[config.mk]
export PLATFORM = sky130hd
export DESIGN_NAME = uart_core_flat
export DESIGN_NICKNAME = d
export VERILOG_FILES = /design/src/rtl/uart_if.sv /design/src/rtl/uart_core.sv /design/src/flat_wrapper.sv
export SDC_FILE = /design/constraint.sdc
export NUM_CORES = 1
export LEC_CHECK = 0
export ABC_AREA = 1
export CORE_UTILIZATION = 46
export CTS_CLUSTER_SIZE = 25
export DETAILED_ROUTE_END_ITERATION = 16
export SLEW_MARGIN = 10
export SYNTH_ARGS = -nofsm -noshare
export SYNTH_HDL_FRONTEND = slang
export SYNTH_SLANG_ARGS = --single-unit
export TNS_END_PERCENT = 100
[constraint.sdc]
create_clock -name clk -period 2.3 [get_ports clk]
set_input_delay 0.345 -clock clk [delete_from_list [all_inputs] [get_ports clk]]
set_output_delay 0.345 -clock clk [all_outputs]
set_load 0.005 [all_outputs]
[src/rtl/uart_if.sv]
// Application-side bundle for uart_core: byte transmit handshake plus receive strobe and flags.
`timescale 1ns/1ps
interface uart_if;
    logic [7:0] tx_data;
    logic       tx_valid;
    logic       tx_ready;
    logic [7:0] rx_data;
    logic       rx_valid;
    logic       rx_parity_err;
    logic       rx_frame_err;

    modport master (
        output tx_data, tx_valid,
        input  tx_ready, rx_data, rx_valid, rx_parity_err, rx_frame_err
    );

    modport slave (
        input  tx_data, tx_valid,
        output tx_ready, rx_data, rx_valid, rx_parity_err, rx_frame_err
    );
endinterface

[src/rtl/uart_core.sv]
// Full-duplex UART with parametrised baud, data width, parity and stop bits.
// tx: IDLE idle line | START start bit | DATA data bits LSB first | PARITY parity bit | STOP stop bit(s)
// rx: IDLE armed | START mid-start check | DATA sampling | PARITY sampling | STOP check | WAIT_HIGH line held low
`timescale 1ns/1ps
module uart_core #(
    parameter int CLK_HZ     = 50000000,
    parameter int BAUD       = 9600,
    parameter int OVERSAMPLE = 16,
    parameter int DATA_BITS  = 8,
    parameter int PARITY     = 0,
    parameter int STOP_BITS  = 1
) (
    input  logic  clk,
    input  logic  rst,
    uart_if.slave bus,
    output logic  txd,
    input  logic  rxd
);
    localparam int DIV       = (CLK_HZ + BAUD * OVERSAMPLE / 2) / (BAUD * OVERSAMPLE);
    localparam int BIT_CLKS  = DIV * OVERSAMPLE;
    localparam int HALF_CLKS = BIT_CLKS / 2;
    localparam int STOP_CLKS = STOP_BITS * BIT_CLKS;
    localparam int CW        = $clog2(STOP_CLKS);

    localparam logic [CW-1:0] BIT_LOAD  = CW'(BIT_CLKS - 1);
    localparam logic [CW-1:0] HALF_LOAD = CW'(HALF_CLKS - 1);
    localparam logic [CW-1:0] STOP_LOAD = CW'(STOP_CLKS - 1);
    localparam logic [2:0]    BITS_LOAD = 3'(DATA_BITS - 1);

    typedef enum logic [2:0] {TX_IDLE, TX_START, TX_DATA, TX_PARITY, TX_STOP} tx_state_t;
    typedef enum logic [2:0] {RX_IDLE, RX_START, RX_DATA, RX_PARITY, RX_STOP, RX_WAIT_HIGH} rx_state_t;

    tx_state_t              tx_state, tx_state_nxt;
    logic [CW-1:0]          tx_cnt, tx_cnt_nxt;
    logic [2:0]             tx_bits, tx_bits_nxt;
    logic [DATA_BITS-1:0]   tx_sh, tx_sh_nxt;
    logic                   tx_par, tx_par_nxt;
    logic                   txd_nxt;
    logic                   tx_ready_c;

    rx_state_t              rx_state, rx_state_nxt;
    logic [CW-1:0]          rx_cnt, rx_cnt_nxt;
    logic [2:0]             rx_bits, rx_bits_nxt;
    logic [DATA_BITS-1:0]   rx_sh, rx_sh_nxt;
    logic                   rx_par, rx_par_nxt;
    logic [7:0]             rx_data_q, rx_data_nxt;
    logic                   rx_valid_q, rx_valid_nxt;
    logic                   rx_perr_q, rx_perr_nxt;
    logic                   rx_ferr_q, rx_ferr_nxt;
    logic                   rx_perr_calc;
    logic                   rxd_meta, rxs, rxs_d;

    // ---------------- transmitter ----------------
    always_ff @(posedge clk or negedge rst) begin
        if (!rst) begin
            tx_state <= TX_IDLE;
            tx_cnt   <= '0;
            tx_bits  <= '0;
            tx_sh    <= '0;
            tx_par   <= 1'b0;
            txd      <= 1'b1;
        end else begin
            tx_state <= tx_state_nxt;
            tx_cnt   <= tx_cnt_nxt;
            tx_bits  <= tx_bits_nxt;
            tx_sh    <= tx_sh_nxt;
            tx_par   <= tx_par_nxt;
            txd      <= txd_nxt;
        end
    end

    // Ready during the last stop clock lets a queued byte follow with no idle gap.
    assign tx_ready_c  = (tx_state == TX_IDLE) || (tx_state == TX_STOP && tx_cnt == '0);
    assign bus.tx_ready = tx_ready_c;

    always_comb begin
        tx_state_nxt = tx_state;
        tx_cnt_nxt   = tx_cnt - CW'(1);
        tx_bits_nxt  = tx_bits;
        tx_sh_nxt    = tx_sh;
        tx_par_nxt   = tx_par;
        txd_nxt      = txd;
        case (tx_state)
            TX_IDLE: begin
                tx_cnt_nxt = tx_cnt;
                txd_nxt    = 1'b1;
            end
            TX_START: if (tx_cnt == '0) begin
                tx_state_nxt = TX_DATA;
                tx_cnt_nxt   = BIT_LOAD;
                tx_bits_nxt  = BITS_LOAD;
                txd_nxt      = tx_sh[0];
            end
            TX_DATA: if (tx_cnt == '0) begin
                tx_cnt_nxt = BIT_LOAD;
                if (tx_bits == '0) begin
                    if (PARITY != 0) begin
                        tx_state_nxt = TX_PARITY;
                        txd_nxt      = tx_par;
                    end else begin
                        tx_state_nxt = TX_STOP;
                        tx_cnt_nxt   = STOP_LOAD;
                        txd_nxt      = 1'b1;
                    end
                end else begin
                    tx_bits_nxt = tx_bits - 3'd1;
                    tx_sh_nxt   = tx_sh >> 1;
                    txd_nxt     = tx_sh[1];
                end
            end
            TX_PARITY: if (tx_cnt == '0) begin
                tx_state_nxt = TX_STOP;
                tx_cnt_nxt   = STOP_LOAD;
                txd_nxt      = 1'b1;
            end
            TX_STOP: if (tx_cnt == '0) begin
                tx_state_nxt = TX_IDLE;
                txd_nxt      = 1'b1;
            end
            default: begin
                tx_state_nxt = TX_IDLE;
                txd_nxt      = 1'b1;
            end
        endcase
        if (tx_ready_c && bus.tx_valid) begin
            tx_state_nxt = TX_START;
            tx_cnt_nxt   = BIT_LOAD;
            tx_sh_nxt    = bus.tx_data[DATA_BITS-1:0];
            tx_par_nxt   = (PARITY == 1) ? ~(^bus.tx_data[DATA_BITS-1:0])
                                         :  (^bus.tx_data[DATA_BITS-1:0]);
            txd_nxt      = 1'b0;
        end
    end

    // ---------------- receiver ----------------
    always_ff @(posedge clk or negedge rst) begin
        if (!rst) begin
            rxd_meta <= 1'b1;
            rxs      <= 1'b1;
            rxs_d    <= 1'b1;
        end else begin
            rxd_meta <= rxd;
            rxs      <= rxd_meta;
            rxs_d    <= rxs;
        end
    end

    always_ff @(posedge clk or negedge rst) begin
        if (!rst) begin
            rx_state   <= RX_IDLE;
            rx_cnt     <= '0;
            rx_bits    <= '0;
            rx_sh      <= '0;
            rx_par     <= 1'b0;
            rx_data_q  <= '0;
            rx_valid_q <= 1'b0;
            rx_perr_q  <= 1'b0;
            rx_ferr_q  <= 1'b0;
        end else begin
            rx_state   <= rx_state_nxt;
            rx_cnt     <= rx_cnt_nxt;
            rx_bits    <= rx_bits_nxt;
            rx_sh      <= rx_sh_nxt;
            rx_par     <= rx_par_nxt;
            rx_data_q  <= rx_data_nxt;
            rx_valid_q <= rx_valid_nxt;
            rx_perr_q  <= rx_perr_nxt;
            rx_ferr_q  <= rx_ferr_nxt;
        end
    end

    assign rx_perr_calc = (PARITY == 1) ? ~(^rx_sh ^ rx_par) :
                          (PARITY == 2) ?  (^rx_sh ^ rx_par) : 1'b0;

    always_comb begin
        rx_state_nxt = rx_state;
        rx_cnt_nxt   = rx_cnt - CW'(1);
        rx_bits_nxt  = rx_bits;
        rx_sh_nxt    = rx_sh;
        rx_par_nxt   = rx_par;
        rx_data_nxt  = rx_data_q;
        rx_valid_nxt = 1'b0;
        rx_perr_nxt  = rx_perr_q;
        rx_ferr_nxt  = rx_ferr_q;
        case (rx_state)
            RX_IDLE: begin
                rx_cnt_nxt = rx_cnt;
                if (rxs_d && !rxs) begin
                    rx_state_nxt = RX_START;
                    rx_cnt_nxt   = HALF_LOAD;
                end
            end
            RX_START: if (rx_cnt == '0) begin
                if (rxs) begin
                    rx_state_nxt = RX_IDLE;
                end else begin
                    rx_state_nxt = RX_DATA;
                    rx_cnt_nxt   = BIT_LOAD;
                    rx_bits_nxt  = BITS_LOAD;
                end
            end
            RX_DATA: if (rx_cnt == '0) begin
                rx_cnt_nxt = BIT_LOAD;
                rx_sh_nxt  = {rxs, rx_sh[DATA_BITS-1:1]};
                if (rx_bits == '0)
                    rx_state_nxt = (PARITY != 0) ? RX_PARITY : RX_STOP;
                else
                    rx_bits_nxt = rx_bits - 3'd1;
            end
            RX_PARITY: if (rx_cnt == '0) begin
                rx_state_nxt = RX_STOP;
                rx_cnt_nxt   = BIT_LOAD;
                rx_par_nxt   = rxs;
            end
            RX_STOP: if (rx_cnt == '0) begin
                rx_state_nxt = rxs ? RX_IDLE : RX_WAIT_HIGH;
                rx_data_nxt  = 8'(rx_sh);
                rx_valid_nxt = 1'b1;
                rx_perr_nxt  = rx_perr_calc;
                rx_ferr_nxt  = ~rxs;
            end
            RX_WAIT_HIGH: begin
                rx_cnt_nxt = rx_cnt;
                if (rxs) rx_state_nxt = RX_IDLE;
            end
            default: rx_state_nxt = RX_IDLE;
        endcase
    end

    assign bus.rx_data       = rx_data_q;
    assign bus.rx_valid      = rx_valid_q;
    assign bus.rx_parity_err = rx_perr_q;
    assign bus.rx_frame_err  = rx_ferr_q;
endmodule

[src/flat_wrapper.sv]
// flat-port wrapper written by rule: the top's interface ports become plain ports
module uart_core_flat 
#(
    parameter int CLK_HZ     = 50000000,
    parameter int BAUD       = 9600,
    parameter int OVERSAMPLE = 16,
    parameter int DATA_BITS  = 8,
    parameter int PARITY     = 0,
    parameter int STOP_BITS  = 1
)
  (clk, rst, txd, rxd, bus_tx_data, bus_tx_valid, bus_tx_ready, bus_rx_data, bus_rx_valid, bus_rx_parity_err, bus_rx_frame_err);
  uart_if bus_i ();
  input  logic clk;
  input  logic rst;
  output logic txd;
  input  logic rxd;
  input wire logic [$bits(bus_i.tx_data)-1:0] bus_tx_data;
  input wire logic [$bits(bus_i.tx_valid)-1:0] bus_tx_valid;
  output wire logic [$bits(bus_i.tx_ready)-1:0] bus_tx_ready;
  output wire logic [$bits(bus_i.rx_data)-1:0] bus_rx_data;
  output wire logic [$bits(bus_i.rx_valid)-1:0] bus_rx_valid;
  output wire logic [$bits(bus_i.rx_parity_err)-1:0] bus_rx_parity_err;
  output wire logic [$bits(bus_i.rx_frame_err)-1:0] bus_rx_frame_err;
  assign bus_i.tx_data = bus_tx_data;
  assign bus_i.tx_valid = bus_tx_valid;
  assign bus_tx_ready = bus_i.tx_ready;
  assign bus_rx_data = bus_i.rx_data;
  assign bus_rx_valid = bus_i.rx_valid;
  assign bus_rx_parity_err = bus_i.rx_parity_err;
  assign bus_rx_frame_err = bus_i.rx_frame_err;
  uart_core #(.CLK_HZ(CLK_HZ), .BAUD(BAUD), .OVERSAMPLE(OVERSAMPLE), .DATA_BITS(DATA_BITS), .PARITY(PARITY), .STOP_BITS(STOP_BITS)) u_core (.clk(clk), .rst(rst), .bus(bus_i), .txd(txd), .rxd(rxd));
endmodule
# ---- Word-level counts from Yosys, hierarchy flattened
# Cells that the tools add are included.
dict set report word_totals {
  ff_bits 68
  input_bits 12
  out_inout_bits 13
  wordCells 123
}
dict set report op_classes {
  n_addsub 4
  eq_ne 29
  n_mux 46
  bitwise_logic 2
  reduce_logical 27
}
# op count
set op_table {}
lappend op_table {{13-bit 2-to-1 mux} 6}
lappend op_table {{3-bit 2-to-1 mux} 21}
lappend op_table {{13-bit case mux with 4 select lines} 1}
lappend op_table {{8-bit 2-to-1 mux} 4}
lappend op_table {{13-bit zero test} 2}
lappend op_table {{13-bit case mux with 2 select lines} 1}
lappend op_table {{13-bit by 1-bit subtractor with 13-bit output, second input constant} 2}
lappend op_table {{2-bit by 1-bit != test with 1-bit output, second input constant} 9}
lappend op_table {{3-bit case mux with 6 select lines} 1}
lappend op_table {{3-bit by 1-bit != test with 1-bit output, second input constant} 5}
lappend op_table {{3-bit case mux with 5 select lines} 1}
lappend op_table {{3-bit by 2-bit == test with 1-bit output, second input constant} 4}
lappend op_table {{3-bit zero test} 4}
lappend op_table {{3-bit case mux with 2 select lines} 2}
lappend op_table {{2-bit != test, second input constant} 5}
lappend op_table {{3-bit == test, second input constant} 3}
lappend op_table {{2-bit nonzero test} 4}
lappend op_table {{1-bit 2-to-1 mux} 7}
lappend op_table {{7-bit AND reduction} 1}
lappend op_table {{3-bit by 1-bit == test with 1-bit output, second input constant} 2}
lappend op_table {{2-bit AND reduction} 3}
lappend op_table {{3-bit AND reduction} 2}
lappend op_table {{6-bit AND reduction} 1}
lappend op_table {{3-bit by 1-bit subtractor with 3-bit output, second input constant} 2}
lappend op_table {{11 further kinds} 15}

# ---- Depth between registers and ports, before layout
# Gate-level depths: netlist (run 1).
dict set report logic_depth {
  depth_word 6
  mapped_depth 11
  depth_no_buf 11
}

# ---- Least setup slack after synthesis (run 1)
# OpenSTA, ideal clock, no wires.
dict set report synth_path {
  path_kind {register to register}
  start {reg u_core.rx_cnt[0]}
  end {reg u_core.rx_data_q[1] (netlist: u_core.bus.rx_data[1])}
  setup_ps 117
  arrival_time_ps 1471
  required_ps 2183
  slack_ps 712
  stages_incl_launch_ff 11
  path_buffers 2
  period_less_slack_ps 1588
  cell_sequence {dfrtp_1 > inv_1 > ha_1 > nand2_1 > nor2_4 > nand3_2 > or2_1 > buf_6 > buf_6 > nand2_2 > o21ai_2}
}
dict set report synth_between {
  elab_chain_len 2
}
# item line_no
set synth_rtl {}
lappend synth_rtl {{from (decl)} uart_core.sv:42} ;# logic [CW-1:0] rx_cnt, rx_cnt_nxt;
lappend synth_rtl {{from (signal assigned)} uart_core.sv:161} ;# rx_cnt <= rx_cnt_nxt;
lappend synth_rtl {{13-bit zero test} uart_core.sv:215} ;# RX_STOP: if (rx_cnt == '0) begin
lappend synth_rtl {{2-bit AND reduction (no source line)} n/a}
lappend synth_rtl {{to (signal assigned)} uart_core.sv:165} ;# rx_data_q <= rx_data_nxt;
lappend synth_rtl {{to (decl)} uart_core.sv:46} ;# logic [7:0] rx_data_q, rx_data_nxt;
# No other way between the ends.
# A chain may end at the register's enable or synchronous reset.

# ---- Final worst setup path (run 1)
dict set report layout_path {
  start {reg u_core.tx_cnt[0]}
  end {out bus_tx_ready}
}
dict set report layout_between {
  elab_chain_len 3
}
# item line_no
set layout_rtl {}
lappend layout_rtl {{from (decl)} uart_core.sv:34} ;# logic [CW-1:0] tx_cnt, tx_cnt_nxt;
lappend layout_rtl {{from (signal assigned)} uart_core.sv:64} ;# tx_cnt <= tx_cnt_nxt;
lappend layout_rtl {{13-bit zero test} uart_core.sv:73} ;# assign tx_ready_c = (tx_state == TX_IDLE) || (tx_state == TX_STOP && tx_cnt == '0);
lappend layout_rtl {{1-bit logical AND} uart_core.sv:73}
lappend layout_rtl {{1-bit logical OR} uart_core.sv:73}
lappend layout_rtl {{to (decl)} flat_wrapper.sv:19} ;# output wire logic [$bits(bus_i.tx_ready)-1:0] bus_tx_ready;
# No other way between the ends.

==> results of run 1 <==
[report_power, final]
group          total (uW)  switching (uW)  internal (uW)
clock network        1010             500            508
registers            1810             280           1530
logic                1960            1250            716
total                4780            2030           2750
[Yosys cell counts, drive strengths merged (2+ instances only)]
library cell    n
xnor2           2
nand3          31
o21ai          52
nor3            8
nand3b          8
nand2         128
nand4          11
dfstp           4
xor2            7
o22ai           4
a21oi          11
inv            56
buf             9
ha              7
or2             4
dfrtp          64
nor2           64
[flip-flops by register name, indices dropped and copies added (netlist names)]
signal                   count
u_core.txd                   1
u_core.bus.rx_frame_err      1
u_core.tx_bits               3
u_core.bus.rx_valid          1
u_core.bus.rx_data           8
u_core.rxs_d                 1
u_core.tx_cnt               13
u_core.rx_state              3
u_core.rxd_meta              1
u_core.rx_bits               3
u_core.rx_sh                 8
u_core.tx_sh                 8
u_core.rxs                   1
u_core.rx_cnt               13
u_core.tx_state              3
[area by class of cell]
type / instances / area [sq um]
Fill cell: 769 / 3500
Sequential cell: 68 / 1710
Timing Repair Buffer: 30 / 289
Multi-Input combinational cell: 344 / 1770
Tap cell: 102 / 128
Clock inverter: 7 / 75.1
Inverter: 57 / 214
Clock buffer: 9 / 124
[metrics by stage]
step | util [%] | total power [uW] | worst slack [ns]
2_1_floorplan | - | 3300 | 0.712
5_1_grt | 55.2 | 5230 | 0.0977
3_3_place_gp | 52.4 | 3750 | 0.253
3_5_place_dp | 52.4 | 3800 | 0.221
4_1_cts | 55.2 | 4830 | 0.173
6_report | 55.2 | 4780 | 0.188
[kinds of logic after synthesis]
family | synth area share [%]
xor gates and xnor gates | 2.10
adders and majority gates | 2.33
buffers and inverters | 7.63
and+or+nand+nor | 31.6
DFF | 45.4
other | 0.0998
AOI/OAI and AO/OA | 10.8
[final timing paths]
| kind | endpoint | slack, ns | cells past startpoint |
|---|---|---|---|
| min reg2reg | u_core.rxs$_DFF_PN1_ | 0.36 | 0 |
| max | bus_tx_ready | 0.19 | 7 |
| max in group asynchronous | u_core.rxs_d$_DFF_PN1_ | 1.96 | 2 |
| min in group clk | u_core.rxs$_DFF_PN1_ | 0.36 | 0 |
| max reg2reg | u_core.bus.rx_data[2]$_DFFE_PN0P_ | 0.42 | 8 |
| min | u_core.rx_cnt[9]$_DFFE_PN0P_ | 0.02 | 2 |
[routing by layer]
layer	up-vias	share of wire, %	GRT usage [%]
met2	73	45	32.5
met4	0	2.1	8.72
met5	-	0	0
met1	1404	48	26.7
met3	16	4.5	3.28
li1	1603	-	-
[critical path, cell delays in order, from the launching register on]
cell and delay, ns:
dfrtp_1 0.39, inv_1 0.10, ha_2 0.21, nand2_2 0.10, nor2_4 0.15, nand2_4 0.09, o21ai_2 0.15, dlygate4sd2_1 0.25
[timing repair]
| action | in CTS | in global routing |
|---|---|---|
| buffers inserted | 1 | 0 |
| setup endpoints to repair | 1 | 0 |
| hold buffers | 0 | 0 |
| gates resized for setup | 4 | 0 |
| hold endpoints to repair | 0 | 0 |
==> impl_results.md, run 1 <==
- #FFs+latches synth: 68
- First-pass GRT wire length: 13.5 mm
- Final WL: roughly 7.6 mm
- Outcome: complete, no violations
- Max-cap viol count: 0
- Syn_nets: approximately 500
- Post-route ant nets: 0
- # setup viols final: 0
- Max clock buf depth: 2
- Routed wire per std cell: approximately 12 um
- Worst slew margin: 53.0%
- Skew-Pair Late Insertion Delay: approximately 0.35 ns
- Critical Path AT: 1.77 ns
- Num CTS Buffers: 9
- Least-Margin Pin Slew: between 0.7 and 0.8 ns
- PD cells: roughly 1100 mW/mm^2
- Gpl congestion: between 0.8 and 0.9
- Post-Layout Cell Count: 617
- Max Fclk: 0.474 GHz
- Max Slew Vio Count: 0
- Layout cells sized above 1: a little over an eighth
- DR pass1 iterations: 5
- Post-layout instance area: 0.00431 sq mm
- Hold slack: 0.0158 ns
- Area grow syn2layout: 14.7%
- Minimum clock period: 2.11 ns
- Antenna Cells: 0
- Placed Cells: 600
- Sequential-to-total area share from yosys stat: 45.4%
- Nets: 529
- Area of the core: a little under 0.008 sq mm
- Largest net degree at the start of global routing: ~70
- Synth warn: 0
- Initial antenna violation count: 0
- Hold Vio Cnt, Final: 0
- Setup TNS: 0 ns
- RSZ-0062 raised after global routing: no
- VDD IR-drop max: around 0.48 mV
- CTS tree: built
- Gate count after technology mapping: 479
- Commonest non-fill, non-tap cells in the layout: nand2_1 (120), dfrtp_1 (64), nor2_1 (54)
- Main synth FF type: dfrtp_1
- Rows: 32
- R2r startpoint: u_core.rx_cnt[0]$_DFFE_PN0P_
- Crit path from: u_core.tx_cnt[0]$_DFFE_PN0N_
- Clock skew: around 0.0074 ns
- Clock-pin transition on the worst setup and hold timing paths: 0.08 ns
- Crit Path Category: flop to output port
- Share of the synthesized area in the top cell type: 42.6%
- Async SR Flop Fraction: 100%
- Critical path fanouts, max: 5
- I/O Pins: 25
- Element type at the critical path end: output port
- Initial Util: 48.1%
- Crit path required time: slightly below 2 ns
- DP HPWL: around 5.4 mm
- Gr ovfl total: 0
- Most common cell after layout, fill and taps aside: nand2_1
- Critical path launch point type: flop
- DRT iter0 DRCs: 161
- Synth area leaders: dfrtp_1 (43%), nand2_1 (12%), nor2_1 (5.4%), o21ai_0 (5.3%), inv_1 (4.9%)
- Placed inst area: 0.00409 sq mm
- Vias in the first global route: 2988
- Clk sink count: around 70
- Synthesized area: 0.00376 sq mm
- Post-synth top area cell: dfrtp_1
- Via/cell ratio: 5.02
- Fin crit share: 91.8%
- Root buffer cell: clkbuf_8
- Synthesized area per cell: 7.84 sq um
- Synth cell types: 41
- HP Class: input pin to async pin
- Leak: 0.00204 uW
- H-tree depth: 3
- DIE WIDTH: between 90 and 100 um
- Count of input and output buffers: 23
- GR Util All Layers: 20.1%
- Die area: 0.00853 sq mm
- Remaining DRCs: 0
- Die Ht: between 90 and 100 um
- Vias: 3096
- Post-synth EDFFs: 0
No activity file was read; power rests on OpenSTA's default activity.
==> run 2, diff against run 1 <==
--- a/config.mk
+++ b/config.mk
@@ -9,6 +9,8 @@
 export CORE_UTILIZATION = 46
 export CTS_CLUSTER_SIZE = 25
 export DETAILED_ROUTE_END_ITERATION = 16
+export PLACE_DENSITY = 0.67
+export REMOVE_ABC_BUFFERS = 1
 export SLEW_MARGIN = 10
 export SYNTH_ARGS = -nofsm -noshare
 export SYNTH_HDL_FRONTEND = slang
==> constraint.sdc (replaced) <==
create_clock -name clk -period 1.8 [get_ports clk]
set_input_delay 0.27 -clock clk [delete_from_list [all_inputs] [get_ports clk]]
set_output_delay 0.27 -clock clk [all_outputs]
set_load 0.005 [all_outputs]
==> run 2 against run 1 <==
Non-clock buffer count up 32. First-iteration DRC count increased by 3.7%. Critical path type unchanged. Utilization rose by 4.4 points. Hold slack improved by 0.32 ns. Critical endpoint unchanged. Worst setup slack lost 0.14 ns.
==> impl_results.md, run 2 (synthesis results as in run 1) <==
- Outcome: complete, no violations
- Initial Util: 48.1% (unchanged)
- HP Start: rxd
- Crit path required time: 1.53 ns (-0.43 ns)
- Final WL: 8.22 mm (+8.2%)
- Commonest non-fill, non-tap cells in the layout: nand2_1 (117), dfrtp_1 (64), nor2_1 (51)
- Max Fclk: 0.572 GHz
- H-tree depth: 3 (unchanged)
- Critical path launch point type: flop
- Rows: 32 (unchanged)
- Antenna Cells: 0 (unchanged)
- Fin crit share: 97.2%
- Die Ht: 92.4 um (unchanged)
- Max Slew Vio Count: 0 (unchanged)
- DP HPWL: 6.01 mm (+11%)
- Vias: 3319 (+7.2%)
- Area grow syn2layout: 23.8%
- Placed inst area: 0.00434 sq mm (+6.1%)
- Remaining DRCs: 0 (unchanged)
- DR pass1 iterations: 4 (-1)
- Area of the multi-input gates: 0.00184 sq mm (+3.9%)
- R2r startpoint: u_core.tx_cnt[0]$_DFFE_PN0N_
- CTS tree: built
- DIE WIDTH: 92.4 um (unchanged)
- Die area: 0.00853 sq mm (unchanged)
- Skew-Pair Late Insertion Delay: 0.35 ns (about the same)
- Worst r2r path cells: 9 (+1)
- Post-route ant nets: 0 (unchanged)
- Root buffer cell: clkbuf_8
- Vias in the first global route: 3261 (+9.1%)
- Num CTS Buffers: 9 (unchanged)
- PD cells: 1420 mW/mm^2 (+28%)
- Crit path from: u_core.tx_cnt[0]$_DFFE_PN0N_
- Count of input and output buffers: 23 (unchanged)
- Layout cells sized above 1: 21.0% (+7.6 points)
- # fillers: 704 (-8.5%)
- Hold Vio Cnt, Final: 0 (unchanged)
- Clk sink count: 68 (unchanged)
- Critical path fanouts, max: 2 (-3)
- First-pass GRT wire length: 14.2 mm (+5.2%)
- HP Class: input pin to flop
- Most common cell after layout, fill and taps aside: nand2_1
- VDD IR-drop max: 0.839 mV (+77%)
- Gr ovfl total: 0 (unchanged)
- Clock-pin transition on the worst setup and hold timing paths: 0.08 ns (about the same)
- # setup viols final: 0 (unchanged)
- Area of the core: 0.00781 sq mm (unchanged)
- Via/cell ratio: 5.11 (+1.8%)
- Leak: 0.00223 uW (+9.0%)
- Critical Path AT: 1.48 ns (-0.29 ns)
- Minimum clock period: 1.75 ns
- DRT met1 WL: 3.77 mm (+3.1%)
- Nets: 562 (+6.2%)
- Element type at the critical path end: output port
- Post-layout instance area: 0.00465 sq mm (+7.9%)
- Max clock buf depth: 2 (unchanged)
- Worst slew margin: 64.1% (+11 points)
- Worst hold stages: 1
- Max-cap viol count: 0 (unchanged)
- Gpl congestion: 0.813 (-2.0%)
- Top Layer Used: met4
- Largest net degree at the start of global routing: 30 (-57%)
- Register Area: 0.00171 sq mm (unchanged)
- Routed wire length on met3: 239 um (-31%)
- RSZ-0062 raised after global routing: yes
- GR Util All Layers: 20.9% (+0.78 points)
- Crit Path Category: flop to output port
- Fin worst setup slack: 0.0505 ns (-0.138 ns)
- Initial antenna violation count: 0 (unchanged)
- Clock skew: 0.0160 ns (+0.00862 ns)
- Total power draw: 6600 uW (+38%)
- Met2 Routed Length: 4.12 mm (+20%)
- Pre-CTS setup slack: -0.0136 ns (-0.235 ns)
- I/O Pins: 25 (unchanged)
- Largest registers: u_core.rx_cnt x13, u_core.tx_cnt x13
- Least-Margin Pin Slew: 0.539 ns (-0.167 ns)
- Routed wire per std cell: 12.6 um (+2.7%)
- DRT iter0 DRCs: 167 (+3.7%)
run 2: changes by cell type in the layout (fill, tap and decap cells not counted), moves of 3 or more:
| cell | previous run | this run |
|---|---|---|
| inv_2 | 7 | 10 |
| buf_4 | 6 | 35 |
| nand2_1 | 120 | 117 |
| inv_1 | 49 | 46 |
| nor2_1 | 54 | 51 |
| o21ai_0 | 40 | 36 |
| nor2_2 | 3 | 6 |
run 2: layout make-up:
cell class                      instances  area share (%)
Clock buffer                            9            2.66
Clock inverter                          7            1.78
Timing Repair Buffer                   62            11.9
Tap cell                              102            2.74
Inverter                               57            4.60
Multi-Input combinational cell        345            39.6
Sequential cell                        68            36.7
run 2: timing repair:
action,in CTS,in global routing
resized for setup,10,18
buffers inserted,1,1
hold endpoints to repair,15,0
pin swaps,3,3
gates cloned,0,1
hold buffers,1,0
setup endpoints to repair,1,41
run 2: path summary, 6_finish.rpt:
kind	end	slack [ns]
max in group asynchronous	u_core.rxs_d$_DFF_PN1_	0.77
min in group asynchronous	u_core.bus.rx_data[4]$_DFFE_PN0P_	0.42
max	bus_tx_ready	0.05
min reg2reg	u_core.rxs$_DFF_PN1_	0.36
max reg2reg	u_core.tx_cnt[9]$_DFFE_PN0N_	0.12
min	u_core.rxd_meta$_DFF_PN1_	0.34
run 2: metrics by stage:
stage	cells	hold WS, ns	TNS, ns	util [%]
floorplan	469	-0.0256	0	-
global placement	630	0.268	-0.00101	55.6
detailed placement	630	0.281	-0.0136	55.6
CTS	648	0.313	0	58.7
global route	650	0.306	-0.0412	59.6
finish	650	0.337	0	59.6
run 2: worst max-delay path, stage by stage (launching register included):
cell	delay, ns
dfrtp_1	0.39
inv_2	0.08
ha_4	0.14
nand2_4	0.06
nor2_4	0.13
nand2_4	0.07
o21ai_2	0.13
buf_2	0.13
run 2: layer usage:
layer | vias up | global-route usage [%]
met5 | - | 0
met4 | 0 | 5.86
met3 | 8 | 5.42
met2 | 57 | 36.5
met1 | 1584 | 25.3
li1 | 1670 | -
run 2: power breakdown:
| group | switching (uW) | leakage, uW | internal, uW |
|---|---|---|---|
| Sequential | 305 | 0.000850 | 1950 |
| Combinational | 1810 | 0.00128 | 1210 |
| Clock | 658 | 0.0000984 | 661 |
